**config.mk**
```make
export PLATFORM = sky130hd
export DESIGN_NAME = ddfs_sweep_controller
export DESIGN_NICKNAME = d
export VERILOG_FILES = /design/src/rtl/ddfs_sweep_controller.sv
export SDC_FILE = /design/constraint.sdc
export NUM_CORES = 1
export LEC_CHECK = 0
export CAP_MARGIN = 20
export CORE_MARGIN = 8
export CORE_UTILIZATION = 50
export DETAILED_ROUTE_END_ITERATION = 16
export PLACE_DENSITY = 0.73
export SLEW_MARGIN = 20
export SYNTH_ARGS = -nofsm -noshare
export SYNTH_HDL_FRONTEND = slang
export SYNTH_SLANG_ARGS = --single-unit
```
**constraint.sdc**
```tcl
create_clock -name clk -period 5.3 [get_ports clk]
set_input_delay 0.795 -clock clk [delete_from_list [all_inputs] [get_ports clk]]
set_output_delay 0.795 -clock clk [all_outputs]
set_load 0.02 [all_outputs]
```
**src/rtl/ddfs_sweep_controller.sv**
```systemverilog
// Linear frequency sweep sequencer feeding the DDFS converter freq input.
// Ports: clk, rst_n, start/abort pulses, repeat_en plus sweep config
//    (f_start, f_stop, f_step, dwell) in; freq_out, freq_valid, busy,
//    done, err out (all registered).
module ddfs_sweep_controller #(
   parameter int FREQ_W   = 23,
   parameter int MAX_FREQ = 5000000,
   parameter int DWELL_W  = 32
) (
   input  logic               clk,
   input  logic               rst_n,
   input  logic               start,
   input  logic               abort,
   input  logic               repeat_en,
   input  logic [FREQ_W-1:0]  f_start,
   input  logic [FREQ_W-1:0]  f_stop,
   input  logic [FREQ_W-1:0]  f_step,
   input  logic [DWELL_W-1:0] dwell,
   output logic [FREQ_W-1:0]  freq_out,
   output logic               freq_valid,
   output logic               busy,
   output logic               done,
   output logic               err
);

   typedef enum logic [2:0] {
      S_IDLE,
      S_CHECK,
      S_DWELL,
      S_STEP,
      S_DONE
   } state_t;

   localparam logic [FREQ_W:0] MAX_V = (FREQ_W+1)'(MAX_FREQ);

   state_t state_q, state_d;

   logic [FREQ_W-1:0]  start_q, start_d;
   logic [FREQ_W-1:0]  stop_q, stop_d;
   logic [FREQ_W-1:0]  step_q, step_d;
   logic [DWELL_W-1:0] dwell_q, dwell_d;
   logic               rep_q, rep_d;
   logic               up_q, up_d;
   logic [DWELL_W-1:0] cnt_q, cnt_d;
   logic [FREQ_W-1:0]  freq_q, freq_d;
   logic               valid_q, valid_d;
   logic               done_q, done_d;
   logic               err_q, err_d;

   logic [FREQ_W:0]    sum;
   logic [FREQ_W-1:0]  diff;
   logic [FREQ_W-1:0]  up_next;
   logic [FREQ_W-1:0]  dn_next;
   logic               cfg_bad;
   logic [DWELL_W-1:0] reload;

   // Extra sum bit keeps the up step from wrapping near the top of range.
   assign sum     = {1'b0, freq_q} + {1'b0, step_q};
   assign up_next = (sum >= {1'b0, stop_q}) ? stop_q
                                            : sum[FREQ_W-1:0];

   // Down sweeps always sit at or above stop, so diff cannot underflow;
   // comparing it with the step avoids subtracting past stop.
   assign diff    = freq_q - stop_q;
   assign dn_next = (diff <= step_q) ? stop_q : freq_q - step_q;

   assign cfg_bad = ({1'b0, start_q} > MAX_V)
                 || ({1'b0, stop_q} > MAX_V)
                 || (step_q == '0)
                 || (dwell_q == '0);

   assign reload  = dwell_q - DWELL_W'(1);

   always_comb begin
      state_d = state_q;
      start_d = start_q;
      stop_d  = stop_q;
      step_d  = step_q;
      dwell_d = dwell_q;
      rep_d   = rep_q;
      up_d    = up_q;
      cnt_d   = cnt_q;
      freq_d  = freq_q;
      valid_d = 1'b0;
      done_d  = 1'b0;
      err_d   = err_q;

      if (abort) begin
         state_d = S_IDLE;
      end else begin
         unique case (state_q)
            S_IDLE: begin
               if (start) begin
                  start_d = f_start;
                  stop_d  = f_stop;
                  step_d  = f_step;
                  dwell_d = dwell;
                  rep_d   = repeat_en;
                  err_d   = 1'b0;
                  state_d = S_CHECK;
               end
            end
            S_CHECK: begin
               if (cfg_bad) begin
                  err_d   = 1'b1;
                  state_d = S_IDLE;
               end else begin
                  freq_d  = start_q;
                  valid_d = 1'b1;
                  cnt_d   = reload;
                  up_d    = (stop_q >= start_q);
                  state_d = S_DWELL;
               end
            end
            S_DWELL: begin
               if (cnt_q == '0) begin
                  state_d = S_STEP;
               end else begin
                  cnt_d = cnt_q - DWELL_W'(1);
               end
            end
            S_STEP: begin
               if (freq_q == stop_q) begin
                  if (rep_q) begin
                     freq_d  = start_q;
                     valid_d = 1'b1;
                     cnt_d   = reload;
                     state_d = S_DWELL;
                  end else begin
                     done_d  = 1'b1;
                     state_d = S_DONE;
                  end
               end else begin
                  freq_d  = up_q ? up_next : dn_next;
                  valid_d = 1'b1;
                  cnt_d   = reload;
                  state_d = S_DWELL;
               end
            end
            S_DONE: begin
               state_d = S_IDLE;
            end
            default: begin
               state_d = S_IDLE;
            end
         endcase
      end
   end

   always_ff @(posedge clk or negedge rst_n) begin
      if (!rst_n) begin
         state_q <= S_IDLE;
         start_q <= '0;
         stop_q  <= '0;
         step_q  <= '0;
         dwell_q <= '0;
         rep_q   <= 1'b0;
         up_q    <= 1'b0;
         cnt_q   <= '0;
         freq_q  <= '0;
         valid_q <= 1'b0;
         done_q  <= 1'b0;
         err_q   <= 1'b0;
      end else begin
         state_q <= state_d;
         start_q <= start_d;
         stop_q  <= stop_d;
         step_q  <= step_d;
         dwell_q <= dwell_d;
         rep_q   <= rep_d;
         up_q    <= up_d;
         cnt_q   <= cnt_d;
         freq_q  <= freq_d;
         valid_q <= valid_d;
         done_q  <= done_d;
         err_q   <= err_d;
      end
   end

   assign freq_out   = freq_q;
   assign freq_valid = valid_q;
   assign done       = done_q;
   assign err        = err_q;
   assign busy       = (state_q != S_IDLE);

endmodule

```
==> qor.yml <==
setup_path:
  crit_path_start_kind: "flop"
  r2r-end: "freq_out[4]"
  timing.critical_path.cells: "inv_1 > ha_1 > nor2b_1 > o21a_1 > o21ai_0 > a21oi_2 > o41a_1 > o21ai_0 > a21oi_2 > a311o_1 > ha_1 > a21oi_1 > o31ai_1 > or4b_1 > nand2_1 > buf_6 > nand2_2 > o2111a_1 > o31ai_2"
  crit_arrival_ns: 5.43
  highest_delay_cell_along_the_critical_path: "or4b_1"
  critical_path.endpoint: "freq_out[4]"
  critical_path.endpoint_type: "flop"
  flop2flop_setup_slack_ns: 0.19
  largest_driver_fanout_on_the_critical_path: 19
  rr_worst_depth: 19
  critPathMaxStageDelay_ns: 0.56
  worst_r2r_startpoint: "stop_q[2]"
  crit_type: "flop to flop"
  crit_required_ns: 5.62
  setup.worst_path.start: "stop_q[2]"
timing:
  slew_headroom_pct: 31.2
  timing.final.crit_period_ns: 5.11
  report.final.hold_viol_count: 0
  fmax_mhz: 196
  fin_worst_skew_ns: 0.0159
  final-setup-viol-count: 0
  worst-slew-pin-transition_ns: 1.03
  finalMaxSlewViolations: 0
  post-route-period-util_pct: 96.5
  final.setup.tns_ns: 0
global_routing:
  grtUsageMet1_pct: 32.7
  number_of_global_route_vias_before_repair: 12600
  pin_count_of_the_biggest_net_entering_global_routing: 90
  grt_antenna_before_repair: 0
  grt_use_total_pct: 25.9
  grt_pass1_wl_um: 68400
  groute.layer.met2.usage_pct: 43.7
  groute.layer.met3.usage_pct: 4.45
  top_usage_layer: "met2"
  globalRouteOverflowTotal: 0
synth:
  synth_nets: 1775
  synthMostInstantiatedCell: "dfrtp_1"
  postSynthAreaPerCell_um2: 8.89
  fraction_of_the_mapped_netlist_area_in_compound_gates_pct: 20.7
  synthesized_cell_area_um2: 13600
  synth.cells.most_frequent: "dfrtp_1 (164), ha_1 (137), nor2_1 (136)"
  xor_xnor_portion_of_the_synthesized_cell_area_pct: 3.55
  synth_area_leaders: "dfrtp_1 (30%), ha_1 (13%), mux2_2 (8.6%), a21oi_1 (4.2%), nor2_1 (3.8%)"
  synth-edff-count: 0
  synth.yosys.seq_area_share_pct: 30.2
  post_synth_mux_area_share_pct: 10.5
  synth_top_family_by_area: "compound AO/OA/AOI/OAI gates"
  syn-instance-count: 1529
  synth-warning-count: 0
  synthFlopType: "dfrtp_1"
  netlist.top_cell.by_area: "dfrtp_1"
  post-synth-top-area-fraction_pct: 30.2
  ys_async_sr_fraction_pct: 100
  netlist-cell-type-count: 85
  synth-simple-area-share_pct: 16.7
  synth_adder_area_share_pct: 13.1
  ys_ff_latch: 164
flow_run:
  cap_violations: 0
cells_and_area:
  num-nets-final: 1917
  final_layout_size_suffix_gt1_share_pct: 13.9
  fillCellCount: 2352
  syn2layout_area_growth_pct: 18.6
  sequential_cell_area_um2: 4110
  multiInputGateArea_um2: 8810
  diodes: 0
routing:
  drc: 0
  antenna_left: 0
  detailroute.via_count: 12600
  first_iter_violations: 981
  drtPass1Iterations: 5
  drt_wl_total_um: 43200
  drt-vias-per-instance: 6.23
  post_drt_wl_per_cell_um: 21.3
pwr:
  leakage_power_nw: 6.92
  vdd_ir_drop_max_mv: 0.442
  power-per-cell-area_nw_per_um2: 717
  fin_total_pwr_w: 0.0116
cts:
  clock_tree_from_tritoncts: "done"
  cts-htree-levels: 4
  postCtsHoldBufs: 0
  tritoncts_num_sinks: 164
  cts_buffers: 17
  clkTransAtPathRegs_ns: 0.08
  ctsRootBufferMaster: "clkbuf_16"
  max-clock-path-buffers: 2
  clock_latency_ns: 0.44
run_status:
  outcome: "completed"
die:
  boundaryPins: 133
  core_area_um2: 26800
  design.die.area_um2: 32700
  placementRows: 60
  floorplan.die.height_um: 181
  die_width_um: 181
  initial_util_pct: 50.7
placed_design:
  dp_hpwl_um: 33500
  port_buffers: 132
  gp_congestion: 0.978
worst_hold_path:
  class_of_the_tightest_hold_or_removal_check: "input pin to asynchronous set/reset pin"
## kinds of logic (layout without fill, tap and decap cells)
| kind of cell | count (synthesis) | after routing |
|---|---|---|
| buffers and inverters | 174 | 329 |
| AND/OR/NAND/NOR | 462 | 462 |
| AO/OA/AOI/OAI | 405 | 405 |
| multiplexers | 129 | 129 |
| adder cells (fa/ha/maj) | 140 | 140 |
| XOR/XNOR | 55 | 55 |
| flip-flops | 164 | 164 |
## placed cells by master, fill, tap and decap left out, types with 9 or more instances in the layout
cell / n
clkbuf_16: 17
nor2b_1: 18
o21ai_0: 62
nand2b_1: 22
nor4_1: 21
xnor2_1: 43
dfrtp_1: 162
o21a_1: 14
nor3_1: 73
nand4_1: 22
xor2_1: 12
mux2i_1: 25
inv_1: 109
o31ai_1: 17
buf_4: 51
nand2_1: 83
clkdlybuf4s50_1: 131
ha_1: 137
o221ai_1: 9
a221oi_1: 12
mux2_2: 104
nor2_1: 136
a21o_1: 27
nand3_1: 29
a211oi_1: 30
a21oi_1: 111
a31oi_1: 16
o211ai_1: 15
## registers in the layout (all words and copies together) (netlist names)
| name | flops |
|---|---|
| cnt_q | 32 |
| dwell_q | 32 |
| freq_out | 23 |
| start_q | 23 |
| step_q | 23 |
| stop_q | 23 |
| state_q | 3 |
| done | 1 |
| err | 1 |
| freq_valid | 1 |
| rep_q | 1 |
| up_q | 1 |
## how the worst min path moves through the flow
stage,startpoint,to,depth (start not counted)
6_report,rst_n,step_q[1],1
3_5_place_dp,cnt_q[1],cnt_q[1],2
4_1_cts,rst_n,step_q[1],1
5_1_grt,rst_n,step_q[1],1
2_1_floorplan,state_q[2],state_q[1],1
3_3_place_gp,cnt_q[0],cnt_q[0],2
## layer usage
layer	up-vias	share of wire (%)
met2	492	48
met1	6138	42
met4	0	3.5
met3	84	6.5
li1	5897	-
met5	-	0
## where the power goes
part | internal, W | switching [W] | total (W)
Combinational | 0.00331 | 0.00457 | 0.00789
Sequential | 0.00169 | 0.000663 | 0.00235
Clock | 0.000681 | 0.000633 | 0.00131
## layout make-up
cell class | count | share of cell area [%]
Clock inverter | 15 | 1.15
Sequential cell | 164 | 25.5
Tap cell | 341 | 2.65
Inverter | 112 | 2.62
Clock buffer | 17 | 2.64
Timing Repair Buffer | 185 | 10.8
Multi-Input combinational cell | 1191 | 54.7
## timing repair
item	4_1_cts	5_1_grt
gates resized for setup	1	16
pin swaps	0	2
setup buffers	0	2
setup endpoints to repair	1	22
## per-stage QoR
stage	instances	hold slack [ns]	area, um2	setup WS [ns]	util [%]
floorplan	1529	0.460	13600	0.516	-
global placement	1991	0.495	15400	0.104	57.6
detailed placement	1991	0.506	15400	-0.00644	57.6
CTS	2023	0.455	16100	0.0518	59.9
global route	2025	0.487	16100	-0.0150	60.1
finish	2025	0.426	16100	0.188	60.1
## worst max-delay path: cells and delay by family, from the launching register on
family	cells	cell delay [ns]
AOI/OAI and AO/OA	11	2.63
and+or+nand+nor	4	0.97
adders and majority gates	2	0.63
buffers and inverters	2	0.32
DFF	1	0.43
(Power assumes the default switching activity.)
